`src/rtl/lif_pkg.sv`:
```
//==============================================================================
// Module      : lif_pkg
// Description : Shared types and constants for the LIF neuron array.
// Revision    : 1.0 - initial release
//==============================================================================
`default_nettype none

package lif_pkg;

    typedef enum logic [0:0] {
        RUN   = 1'b0,
        CLEAR = 1'b1
    } lif_state_e;

    localparam logic RESET_SUB  = 1'b0;
    localparam logic RESET_ZERO = 1'b1;

    // Saturation limits of a signed value of the given width
    function automatic longint max_pos(input int width);
        return (longint'(1) <<< (width - 1)) - longint'(1);
    endfunction

    function automatic longint min_neg(input int width);
        return -(longint'(1) <<< (width - 1));
    endfunction

endpackage

`default_nettype wire

```
`src/rtl/lif_core.sv`:
```
//==============================================================================
// Module      : lif_core
// Description : Combinational single-neuron leaky integrate-and-fire update.
// Revision    : 1.0 - initial release
//==============================================================================
`default_nettype none

module lif_core
    import lif_pkg::*;
#(
    parameter int MEM_WIDTH   = 24,
    parameter int IN_WIDTH    = 18,
    parameter int COUNT_WIDTH = 4,
    parameter int REF_WIDTH   = 3,
    parameter int TAU_WIDTH   = 3
) (
    input  logic signed [MEM_WIDTH-1:0] v_in,
    input  logic [COUNT_WIDTH-1:0]      cnt_in,
    input  logic [REF_WIDTH-1:0]        ref_in,
    input  logic signed [IN_WIDTH-1:0]  cur_in,
    input  logic signed [MEM_WIDTH-1:0] cfg_v_th,
    input  logic [TAU_WIDTH-1:0]        cfg_tau_shift,
    input  logic                        cfg_reset_mode,
    input  logic [REF_WIDTH-1:0]        cfg_ref_period,
    output logic signed [MEM_WIDTH-1:0] v_next,
    output logic [COUNT_WIDTH-1:0]      cnt_next,
    output logic [REF_WIDTH-1:0]        ref_next,
    output logic                        fired
);

    localparam logic signed [MEM_WIDTH:0] c_sat_hi = (MEM_WIDTH+1)'(max_pos(MEM_WIDTH));
    localparam logic signed [MEM_WIDTH:0] c_sat_lo = (MEM_WIDTH+1)'(min_neg(MEM_WIDTH));

    logic signed [MEM_WIDTH-1:0] w_shifted;
    logic signed [MEM_WIDTH-1:0] w_decay;
    logic signed [MEM_WIDTH:0]   w_sum;
    logic signed [MEM_WIDTH-1:0] w_clamped;
    logic signed [MEM_WIDTH-1:0] w_v_sat;
    logic                        w_refractory;

    // Leak: arithmetic shift keeps negative membranes drifting toward zero
    assign w_shifted    = v_in >>> cfg_tau_shift;
    assign w_decay      = v_in - w_shifted;
    assign w_refractory = (ref_in != '0);

    assign w_sum = {w_decay[MEM_WIDTH-1], w_decay}
                 + {{(MEM_WIDTH+1-IN_WIDTH){cur_in[IN_WIDTH-1]}}, cur_in};

    always_comb begin
        w_clamped = w_sum[MEM_WIDTH-1:0];
        if (w_sum > c_sat_hi) begin
            w_clamped = c_sat_hi[MEM_WIDTH-1:0];
        end else if (w_sum < c_sat_lo) begin
            w_clamped = c_sat_lo[MEM_WIDTH-1:0];
        end
    end

    assign w_v_sat = w_refractory ? w_decay : w_clamped;
    assign fired   = !w_refractory && (w_v_sat >= cfg_v_th);

    always_comb begin
        v_next   = w_v_sat;
        cnt_next = cnt_in;
        ref_next = '0;
        if (w_refractory) begin
            ref_next = ref_in - REF_WIDTH'(1);
        end else if (fired) begin
            v_next   = (cfg_reset_mode == RESET_ZERO) ? '0 : (w_v_sat - cfg_v_th);
            ref_next = cfg_ref_period;
            if (cnt_in != '1) begin
                cnt_next = cnt_in + COUNT_WIDTH'(1);
            end
        end
    end

endmodule

`default_nettype wire

```
`src/rtl/lif_array.sv`:
```
//==============================================================================
// Module      : lif_array
// Description : Time-multiplexed LIF neuron array with clear sweep and
//               registered, backpressured result stream.
// Revision    : 1.0 - initial release
//==============================================================================
`default_nettype none

module lif_array
    import lif_pkg::*;
#(
    parameter int N_NEURON    = 16,
    parameter int IDX_WIDTH   = 4,
    parameter int MEM_WIDTH   = 24,
    parameter int IN_WIDTH    = 18,
    parameter int COUNT_WIDTH = 4,
    parameter int REF_WIDTH   = 3,
    parameter int TAU_WIDTH   = 3
) (
    input  logic                   clk,
    input  logic                   rst,
    input  logic [MEM_WIDTH-1:0]   cfg_v_th,
    input  logic [TAU_WIDTH-1:0]   cfg_tau_shift,
    input  logic                   cfg_reset_mode,
    input  logic [REF_WIDTH-1:0]   cfg_ref_period,
    input  logic                   clear_req,
    output logic                   busy,
    input  logic                   in_valid,
    output logic                   in_ready,
    input  logic [IDX_WIDTH-1:0]   in_idx,
    input  logic [IN_WIDTH-1:0]    in_cur,
    output logic                   out_valid,
    input  logic                   out_ready,
    output logic [IDX_WIDTH-1:0]   out_idx,
    output logic                   out_spike,
    output logic [MEM_WIDTH-1:0]   out_v,
    output logic [COUNT_WIDTH-1:0] out_cnt
);

    logic signed [MEM_WIDTH-1:0] mem_q [N_NEURON];
    logic signed [MEM_WIDTH-1:0] mem_d [N_NEURON];
    logic [COUNT_WIDTH-1:0]      cnt_q [N_NEURON];
    logic [COUNT_WIDTH-1:0]      cnt_d [N_NEURON];
    logic [REF_WIDTH-1:0]        ref_q [N_NEURON];
    logic [REF_WIDTH-1:0]        ref_d [N_NEURON];

    lif_state_e                  state_q, state_d;
    logic [IDX_WIDTH-1:0]        ptr_q, ptr_d;

    logic                        out_valid_q, out_valid_d;
    logic [IDX_WIDTH-1:0]        out_idx_q, out_idx_d;
    logic                        out_spike_q, out_spike_d;
    logic signed [MEM_WIDTH-1:0] out_v_q, out_v_d;
    logic [COUNT_WIDTH-1:0]      out_cnt_q, out_cnt_d;

    logic                        w_accept;
    logic                        w_idx_ok;
    logic signed [MEM_WIDTH-1:0] w_rd_v;
    logic [COUNT_WIDTH-1:0]      w_rd_cnt;
    logic [REF_WIDTH-1:0]        w_rd_ref;
    logic signed [MEM_WIDTH-1:0] w_v_next;
    logic [COUNT_WIDTH-1:0]      w_cnt_next;
    logic [REF_WIDTH-1:0]        w_ref_next;
    logic                        w_fired;

    // clear_req wins over a beat offered in the same cycle
    assign in_ready = (state_q == RUN) && !clear_req && (!out_valid_q || out_ready);
    assign w_accept = in_valid && in_ready;
    assign w_idx_ok = (32'(in_idx) < N_NEURON);
    assign busy     = (state_q == CLEAR);

    always_comb begin
        w_rd_v   = '0;
        w_rd_cnt = '0;
        w_rd_ref = '0;
        for (int i = 0; i < N_NEURON; i++) begin
            if (32'(in_idx) == i) begin
                w_rd_v   = mem_q[i];
                w_rd_cnt = cnt_q[i];
                w_rd_ref = ref_q[i];
            end
        end
    end

    lif_core #(
        .MEM_WIDTH   (MEM_WIDTH),
        .IN_WIDTH    (IN_WIDTH),
        .COUNT_WIDTH (COUNT_WIDTH),
        .REF_WIDTH   (REF_WIDTH),
        .TAU_WIDTH   (TAU_WIDTH)
    ) u_core (
        .v_in           (w_rd_v),
        .cnt_in         (w_rd_cnt),
        .ref_in         (w_rd_ref),
        .cur_in         (in_cur),
        .cfg_v_th       (cfg_v_th),
        .cfg_tau_shift  (cfg_tau_shift),
        .cfg_reset_mode (cfg_reset_mode),
        .cfg_ref_period (cfg_ref_period),
        .v_next         (w_v_next),
        .cnt_next       (w_cnt_next),
        .ref_next       (w_ref_next),
        .fired          (w_fired)
    );

    always_comb begin
        state_d = state_q;
        ptr_d   = ptr_q;
        case (state_q)
            RUN: begin
                if (clear_req) begin
                    state_d = CLEAR;
                    ptr_d   = '0;
                end
            end
            CLEAR: begin
                if (ptr_q == IDX_WIDTH'(N_NEURON - 1)) begin
                    state_d = RUN;
                    ptr_d   = '0;
                end else begin
                    ptr_d = ptr_q + IDX_WIDTH'(1);
                end
            end
            default: begin
                state_d = RUN;
                ptr_d   = '0;
            end
        endcase
    end

    always_comb begin
        mem_d = mem_q;
        cnt_d = cnt_q;
        ref_d = ref_q;
        for (int i = 0; i < N_NEURON; i++) begin
            if (state_q == CLEAR) begin
                if (32'(ptr_q) == i) begin
                    mem_d[i] = '0;
                    cnt_d[i] = '0;
                    ref_d[i] = '0;
                end
            end else if (w_accept && w_idx_ok && (32'(in_idx) == i)) begin
                mem_d[i] = w_v_next;
                cnt_d[i] = w_cnt_next;
                ref_d[i] = w_ref_next;
            end
        end
    end

    // Result register holds while stalled; reloads as the old beat drains
    always_comb begin
        out_valid_d = out_valid_q && !out_ready;
        out_idx_d   = out_idx_q;
        out_spike_d = out_spike_q;
        out_v_d     = out_v_q;
        out_cnt_d   = out_cnt_q;
        if (w_accept) begin
            out_valid_d = 1'b1;
            out_idx_d   = in_idx;
            out_spike_d = w_idx_ok && w_fired;
            out_v_d     = w_idx_ok ? w_v_next : '0;
            out_cnt_d   = w_idx_ok ? w_cnt_next : '0;
        end
    end

    always_ff @(posedge clk) begin
        if (rst) begin
            for (int i = 0; i < N_NEURON; i++) begin
                mem_q[i] <= '0;
                cnt_q[i] <= '0;
                ref_q[i] <= '0;
            end
            state_q     <= RUN;
            ptr_q       <= '0;
            out_valid_q <= 1'b0;
            out_idx_q   <= '0;
            out_spike_q <= 1'b0;
            out_v_q     <= '0;
            out_cnt_q   <= '0;
        end else begin
            mem_q       <= mem_d;
            cnt_q       <= cnt_d;
            ref_q       <= ref_d;
            state_q     <= state_d;
            ptr_q       <= ptr_d;
            out_valid_q <= out_valid_d;
            out_idx_q   <= out_idx_d;
            out_spike_q <= out_spike_d;
            out_v_q     <= out_v_d;
            out_cnt_q   <= out_cnt_d;
        end
    end

    assign out_valid = out_valid_q;
    assign out_idx   = out_idx_q;
    assign out_spike = out_spike_q;
    assign out_v     = out_v_q;
    assign out_cnt   = out_cnt_q;

endmodule

`default_nettype wire

```
`config.mk`:
```
export PLATFORM = sky130hd
export DESIGN_NAME = lif_array
export DESIGN_NICKNAME = d
export VERILOG_FILES = /design/src/rtl/lif_pkg.sv /design/src/rtl/lif_core.sv /design/src/rtl/lif_array.sv
export SDC_FILE = /design/constraint.sdc
export NUM_CORES = 1
export LEC_CHECK = 0
export CAP_MARGIN = 25
export CORE_MARGIN = 5
export CORE_UTILIZATION = 52
export DETAILED_ROUTE_END_ITERATION = 16
export GPL_ROUTABILITY_DRIVEN = 0
export GPL_TIMING_DRIVEN = 1
export PLACE_DENSITY = 0.7
export SLEW_MARGIN = 20
export SYNTH_ARGS = -nofsm -noshare
export SYNTH_HDL_FRONTEND = slang
export SYNTH_SLANG_ARGS = --single-unit
export TNS_END_PERCENT = 20
```
`constraint.sdc`:
```
create_clock -name clk -period 42.7 [get_ports clk]
set_clock_uncertainty 0.2 [all_clocks]
set_input_delay 8.54 -clock clk [delete_from_list [all_inputs] [get_ports clk]]
set_output_delay 8.54 -clock clk [all_outputs]
set_load 0.02 [all_outputs]
```
---- After elaboration in Yosys (flattened, before gate mapping) ----
Cells that the tools add are included.
storage, ports and cells
  register bits after elaboration ......... 535
  input port bits ......................... 58
  output and inout port bits .............. 36
  logic and storage cells ................. 385
cells by class
  add/sub/neg operators ................... 6
  order comparisons ....................... 3
  equality and inequality tests ........... 48
  shift operators ......................... 1
  muxes and demuxes ....................... 210
  bitwise operators ....................... 1
  reductions and logical operators ........ 61
operators by type and width
  kind                    number
  $mux W24                70
  $mux W4                 69
  $mux W3                 66
  $eq A4 B4 Y1 const B    16
  $sub A24 B24 Y24        2
  $eq A4 B3 Y1 const B    8
  $ne A2 B1 Y1 const B    16
  $reduce_and A2 Y1       16
  $reduce_bool A2 Y1      16
  $add A24 B18 Y25        1
  $gt A25 B24 Y1 const B  1
  $lt A25 B24 Y1 const B  1
  $ge A24 B24 Y1          1
  $sshr A24 B3 Y24        1
  $logic_and A1 B1 Y1     21
  $eq A4 B2 Y1 const B    4
  $add A4 B1 Y4 const B   2
  $eq A4 B1 Y1 const B    2
  $logic_not A4 Y1        2
  $pmux W4 S2             1
  $logic_not A1 Y1        4
  $ne A4 B4 Y1 const B    1
  $mux W1                 3
  $reduce_bool A3 Y1      1
  other kinds (5)         5

---- Depth between registers and ports, before layout ----
  word-level depth ........................ 30
  mapped depth ............................ 61
  depth with buffers taken out ............ 53

---- Modules after synthesis ----
A second synthesis with hierarchy kept.
second synthesis, totals
  cell total of the unflattened synthesis .. 4002
  area, all modules ....................... 29572.1 um2
by module, submodules not included
  module     times used  cells an instance  area each (um2)  seq. area each (um2)
  lif_array  1           3239               24303.3          10710.3
  lif_core   1           763                5268.8           0.0

---- Worst setup path before layout ----
No wires, ideal clock.
  kind .................................... input to register
  start ................................... in in_idx[3]
  end ..................................... reg cnt_q[22] (netlist bit)
  setup time .............................. 65 ps
  data arrival time ....................... 19286 ps
  required time ........................... 42435 ps
  path slack .............................. 23149 ps
  cell stages on the path ................. 55
  buffers on the path ..................... 7
  cells stage by stage .................... buf_2 -> buf_2 -> buf_2 -> buf_1 -> clkbuf_1 -> nand2b_1 -> nor3_1 -> clkbuf_1 -> a222oi_1 -> nand3_1 -> o21ai_0 -> a41oi_1 -> a221o_1 -> mux2i_1 -> o22ai_1 -> a21oi_1 -> o21ai_0 -> ha_1 -> [19 not listed] -> ha_1 -> inv_1 -> fa_1 -> a21o_1 -> a21oi_1 -> o21bai_1 -> a2111oi_0 -> or2_2 -> o221ai_1 -> xor2_1 -> o21ai_0 -> inv_1 -> nor2_1 -> a21oi_1 -> a311oi_1 -> clkbuf_1 -> mux2i_1 -> nor2_1
on the way
  cells in the longest elaborated chain, start to end .. 30
  elaborated cells between the ends (all ways) .. 86
  those cells by class .................... 3 x add/sub; 3 x order compare; 16 x eq/ne; 1 x shift; 56 x mux; 7 x reduce/logical
ends and longest elaborated chain
  element                 line              source
  start: declaration      lif_array.sv:30   input logic [IDX_WIDTH-1:0] in_idx,
  $logic_not A4 Y1        lif_array.sv:77   if (32'(in_idx) == i) begin
  $mux W24 (16 in a row)  lif_array.sv:77
  $sshr A24 B3 Y24        lif_core.sv:42    assign w_shifted = v_in >>> cfg_tau_shift;
  $sub A24 B24 Y24        lif_core.sv:43    assign w_decay = v_in - w_shifted;
  $add A24 B18 Y25        lif_core.sv:47    + {{(MEM_WIDTH+1-IN_WIDTH){cur_in[IN_WIDTH-1]}}, cur_in};
  $lt A25 B24 Y1          lif_core.sv:53    end else if (w_sum < c_sat_lo) begin
  $mux W24                lif_core.sv:53
  $mux W24                lif_core.sv:51    if (w_sum > c_sat_hi) begin
  $mux W24                lif_core.sv:58    assign w_v_sat = w_refractory ? w_decay : w_clamped;
  $ge A24 B24 Y1          lif_core.sv:59    assign fired = !w_refractory && (w_v_sat >= cfg_v_th);
  $logic_and A1 B1 Y1     lif_core.sv:59
  $mux W4                 lif_core.sv:67    end else if (fired) begin
  $mux W4                 lif_core.sv:65    if (w_refractory) begin
  $mux W4                 lif_array.sv:142  end else if (w_accept && w_idx_ok && (32'(in_idx) == i)) begin
  $mux W4                 lif_array.sv:136  if (state_q == CLEAR) begin
  end signal: assignment  lif_array.sv:182  cnt_q <= cnt_d;
  end: declaration        lif_array.sv:42   logic [COUNT_WIDTH-1:0] cnt_q [N_NEURON];
Several ways; a longest one is shown, not always the timed one. The select of a mux whose other input is x is not followed.
A chain may end at the register's enable or synchronous reset.

---- Worst setup path after layout ----
  start ................................... in in_idx[2]
  end ..................................... reg out_cnt_q[0], in the netlist out_cnt[0]
on the way
  cells in the longest elaborated chain, start to end .. 28
  elaborated cells between the ends (all ways) .. 81
  those cells by class .................... 3 x add/sub; 3 x order compare; 16 x eq/ne; 1 x shift; 54 x mux; 4 x reduce/logical
ends and longest elaborated chain
  element                 line              source
  $logic_not A4 Y1        lif_array.sv:77
  $mux W24 (16 in a row)  lif_array.sv:77
  $sshr A24 B3 Y24        lif_core.sv:42
  $sub A24 B24 Y24        lif_core.sv:43
  $add A24 B18 Y25        lif_core.sv:47
  $lt A25 B24 Y1          lif_core.sv:53
  $mux W24                lif_core.sv:53
  $mux W24                lif_core.sv:51
  $mux W24                lif_core.sv:58
  $ge A24 B24 Y1          lif_core.sv:59
  $logic_and A1 B1 Y1     lif_core.sv:59
  $mux W4                 lif_core.sv:67
  $mux W4 *               lif_core.sv:65
  end signal: assignment  lif_array.sv:190  out_cnt_q <= out_cnt_d;
  end: declaration        lif_array.sv:54   logic [COUNT_WIDTH-1:0] out_cnt_q, out_cnt_d;
Every way passes the cells marked *; elsewhere a longest branch is shown, timed or not.

==> metrics.yaml <==
cts.repair.resized: 0
core_area_mm2: 0.05245
yosys.cell_types.count: 106
layout_commonest_cell: "dfxtp_1"
rows: 84
slowest_delay_ns: 0.76
ctsHoldBuffers: 0
r2r_start: "mem_q[265]$_SDFFE_PP0P_"
finalNonFillerCells: 3977
fin_setup_tns_ns: 0
rsz0062_at_grt: "no"
cts.clk_slew.worst_paths_ns: 0.07
cp-endpoint: "out_cnt[0]$_SDFFE_PP0P_"
synth_compound_area_share_pct: 28.91
arrival_ns: 22.79
synthMuxAreaShare_pct: 5.455
yosysTopAreaCell: "dfxtp_1"
min_period_ns: 22.43
synth_fa_ha_area_share_pct: 4.110
io_pins: 94
grt_pass1_wl_um: 161000
min_period_over_period_pct: 52.53
drive_gt1_share_pct: 8.764
syn_area_mm2: 0.02746
r2r_slack_ns: 29.88
p_leak_nw: 11.66
die_w_um: 239.8
synth_top_family_by_area: "compound AO/OA/AOI/OAI gates"
worstMarginPinSlew_ns: 1.166
cts-root-buf: "clkbuf_16"
yosysTopAreaCellShare_pct: 39.01
post-dp-hpwl_um: 73590
r2r_cells: 51
ys_seq_area_share_pct: 39.01
cts_buffer_depth: 3
r2r-end: "out_cnt[0]$_SDFFE_PP0P_"
peakVddDrop_mv: 0.1559
overflow: 0
async_reset_ff_share_pct: 0
dpl.cell_count: 3876
grt_pass1_vias: 26015
yosys.area_share.xor_xnor_pct: 2.001
nets: 3388
yosys.area_share.simple_pct: 15.70
min_path_type: "register to register"
synth-seq-cells: 535
post_cts_buffers: 0
grt_max_degree: 71
drv_cap: 0
avgSynthCellArea_um2: 8.396
multiInputGateArea_mm2: 0.01562
drv_slew: 0
critPathMaxFanout: 49
wirelength_um: 109000
p_per_area_mw_per_mm2: 83.39
crit_path_start: "in_idx[2]"
synth_cells: 3270
dr.pass1.iters: 6
place_area_mm2: 0.02892
die_h_um: 239.8
yosys_warnings: 0
grt_use_total_pct: 36.21
cts_tree: "built"
drt_iter0_markers: 4013
grt_antenna_before_repair: 5
clk_latency_ns: 0.64
syn2layout_area_growth_pct: 11.72
status: "finished, final reports clean"
crit_top_cell: "a21oi_1"
numCtsBuffers: 52
max_slew_margin_pct: 21.68
wl_per_cell_um: 27.41
synth_edf_count: 0
slowest_stage: "nor2_1"
syn_nets: 3410
port_buffers: 93
cts-htree-levels: 2
vias_per_cell: 6.886
dieArea_mm2: 0.05750
final_hold_viol_count: 0
yosys-top-cells-area: "dfxtp_1 (39%), a22o_1 (6.4%), nand2_1 (6.1%)"
final_util_pct: 58.49
ant_nets: 0
layout_common_cells: "dfxtp_1 (535), nand2_1 (444), o21ai_0 (273)"
critPathLaunchType: "primary input"
num-fill-cells: 4673
seq_area_mm2: 0.01071
place_ws_ns: 19.85
criticalPathCategory: "primary input to register"
cts_num_sinks: 535
initial_core_util_pct: 52.35
ys.flop_type: "dfxtp_1"
dr_total_vias: 27385
cp.required_ns: 43.06
fmax_ghz: 0.04458
worst_setup_path_end_kind: "register"
setup_ws_ns: 20.27
drc_errors: 0
final_area_mm2: 0.03067
setup_violations: 0
## cell type report
type / count / share of cell area [%]
multi-input cells: 2418 / 50.94
well taps: 688 / 2.806
diodes: 3 / 0.02447
repair buffers: 168 / 4.875
clock inverters: 20 / 0.7016
flip-flops and latches: 535 / 34.92
clock buffers: 72 / 4.846
inverters: 73 / 0.8933
## power by group
| part | internal [mW] | total (mW) | switching (mW) | leakage, nW |
|---|---|---|---|---|
| clock network | 0.257 | 0.464 | 0.207 | 0.833 |
| logic | 0.431 | 1.54 | 1.11 | 6.51 |
| registers | 0.532 | 0.549 | 0.0176 | 4.32 |
| total | 1.22 | 2.56 | 1.34 | 11.7 |
## cells by family (layout without fill, tap and decap cells)
logic type | count (synthesis) | in the layout
multiplexers | 131 | 131
AND/OR/NAND/NOR | 972 | 972
flip-flops | 535 | 535
adder cells (fa/ha/maj) | 90 | 90
buffers and inverters | 317 | 333
AO/OA/AOI/OAI | 1164 | 1164
XOR/XNOR | 61 | 61
other | 0 | 3
## routing by layer
metal	vias to the layer above	GRT usage, %	share of wire [%]
met4	4	21.18	6.9
met2	1988	55.87	43
li1	11893	-	-
met5	-	0	0.019
met3	520	9.396	13
met1	12980	45.86	37
## cells in the mapped netlist (11+ instances only)
library cell  count
o22ai_1          29
o21bai_1         13
and3_1           16
mux2_2           24
buf_2            34
ha_1             79
a221oi_1         22
o21ai_0         274
and2_1           15
a21o_1           43
nand3_1          44
o21ai_1         106
mux4_2           12
o21a_1           23
o211ai_1         20
nor2_1          253
clkbuf_1        177
nor3_1           49
a31oi_1          26
buf_4            16
nor4_1           13
xor2_1           31
dfxtp_1         535
a21oi_1         166
buf_1            13
nand2_1         445
mux2i_1          93
nor2b_1          28
a211oi_1         22
a22o_1          200
inv_1            69
a222oi_1         11
xnor2_1          28
nand4_1          19
nand2b_1         30
a22oi_1          66
## sequential cells by signal, indices dropped and copies added (netlist names)
register   flops
out_idx        4
out_cnt        4
out_valid      1
busy           1
ptr_q          4
mem_q        384
cnt_q         64
out_v         24
out_spike      1
ref_q         48
## how the worst min path moves through the flow
stage,from,endpoint,slack [ns],depth (start not counted)
detailed placement,mem_q[76]$_SDFFE_PP0P_,mem_q[76]$_SDFFE_PP0P_,0.24,2
global placement,mem_q[296]$_SDFFE_PP0P_,mem_q[296]$_SDFFE_PP0P_,0.23,2
finish,mem_q[16]$_SDFFE_PP0P_,mem_q[16]$_SDFFE_PP0P_,0.25,2
floorplan,mem_q[296]$_SDFFE_PP0P_,mem_q[296]$_SDFFE_PP0P_,0.22,2
global route,mem_q[12]$_SDFFE_PP0P_,mem_q[12]$_SDFFE_PP0P_,0.26,2
CTS,mem_q[161]$_SDFFE_PP0P_,mem_q[161]$_SDFFE_PP0P_,0.25,2
## worst max-delay path, delay by kind of cell
kind / cells / cell delay (ns)
xor gates and xnor gates: 3 / 1.06
buffers and inverters: 7 / 2.09
and+or+nand+nor: 10 / 2.87
muxes: 1 / 0.26
AOI/OAI and AO/OA: 28 / 5.79
adders and majority gates: 6 / 2.13
## per-stage QoR
step | total power, mW | hold slack (ns)
6_report | 2.558 | 0.2489
5_1_grt | 2.630 | 0.2571
4_1_cts | 2.484 | 0.2492
3_5_place_dp | 2.023 | 0.2374
3_3_place_gp | 1.981 | 0.2258
2_1_floorplan | 1.480 | 0.2167
(Power assumes the default switching activity.)
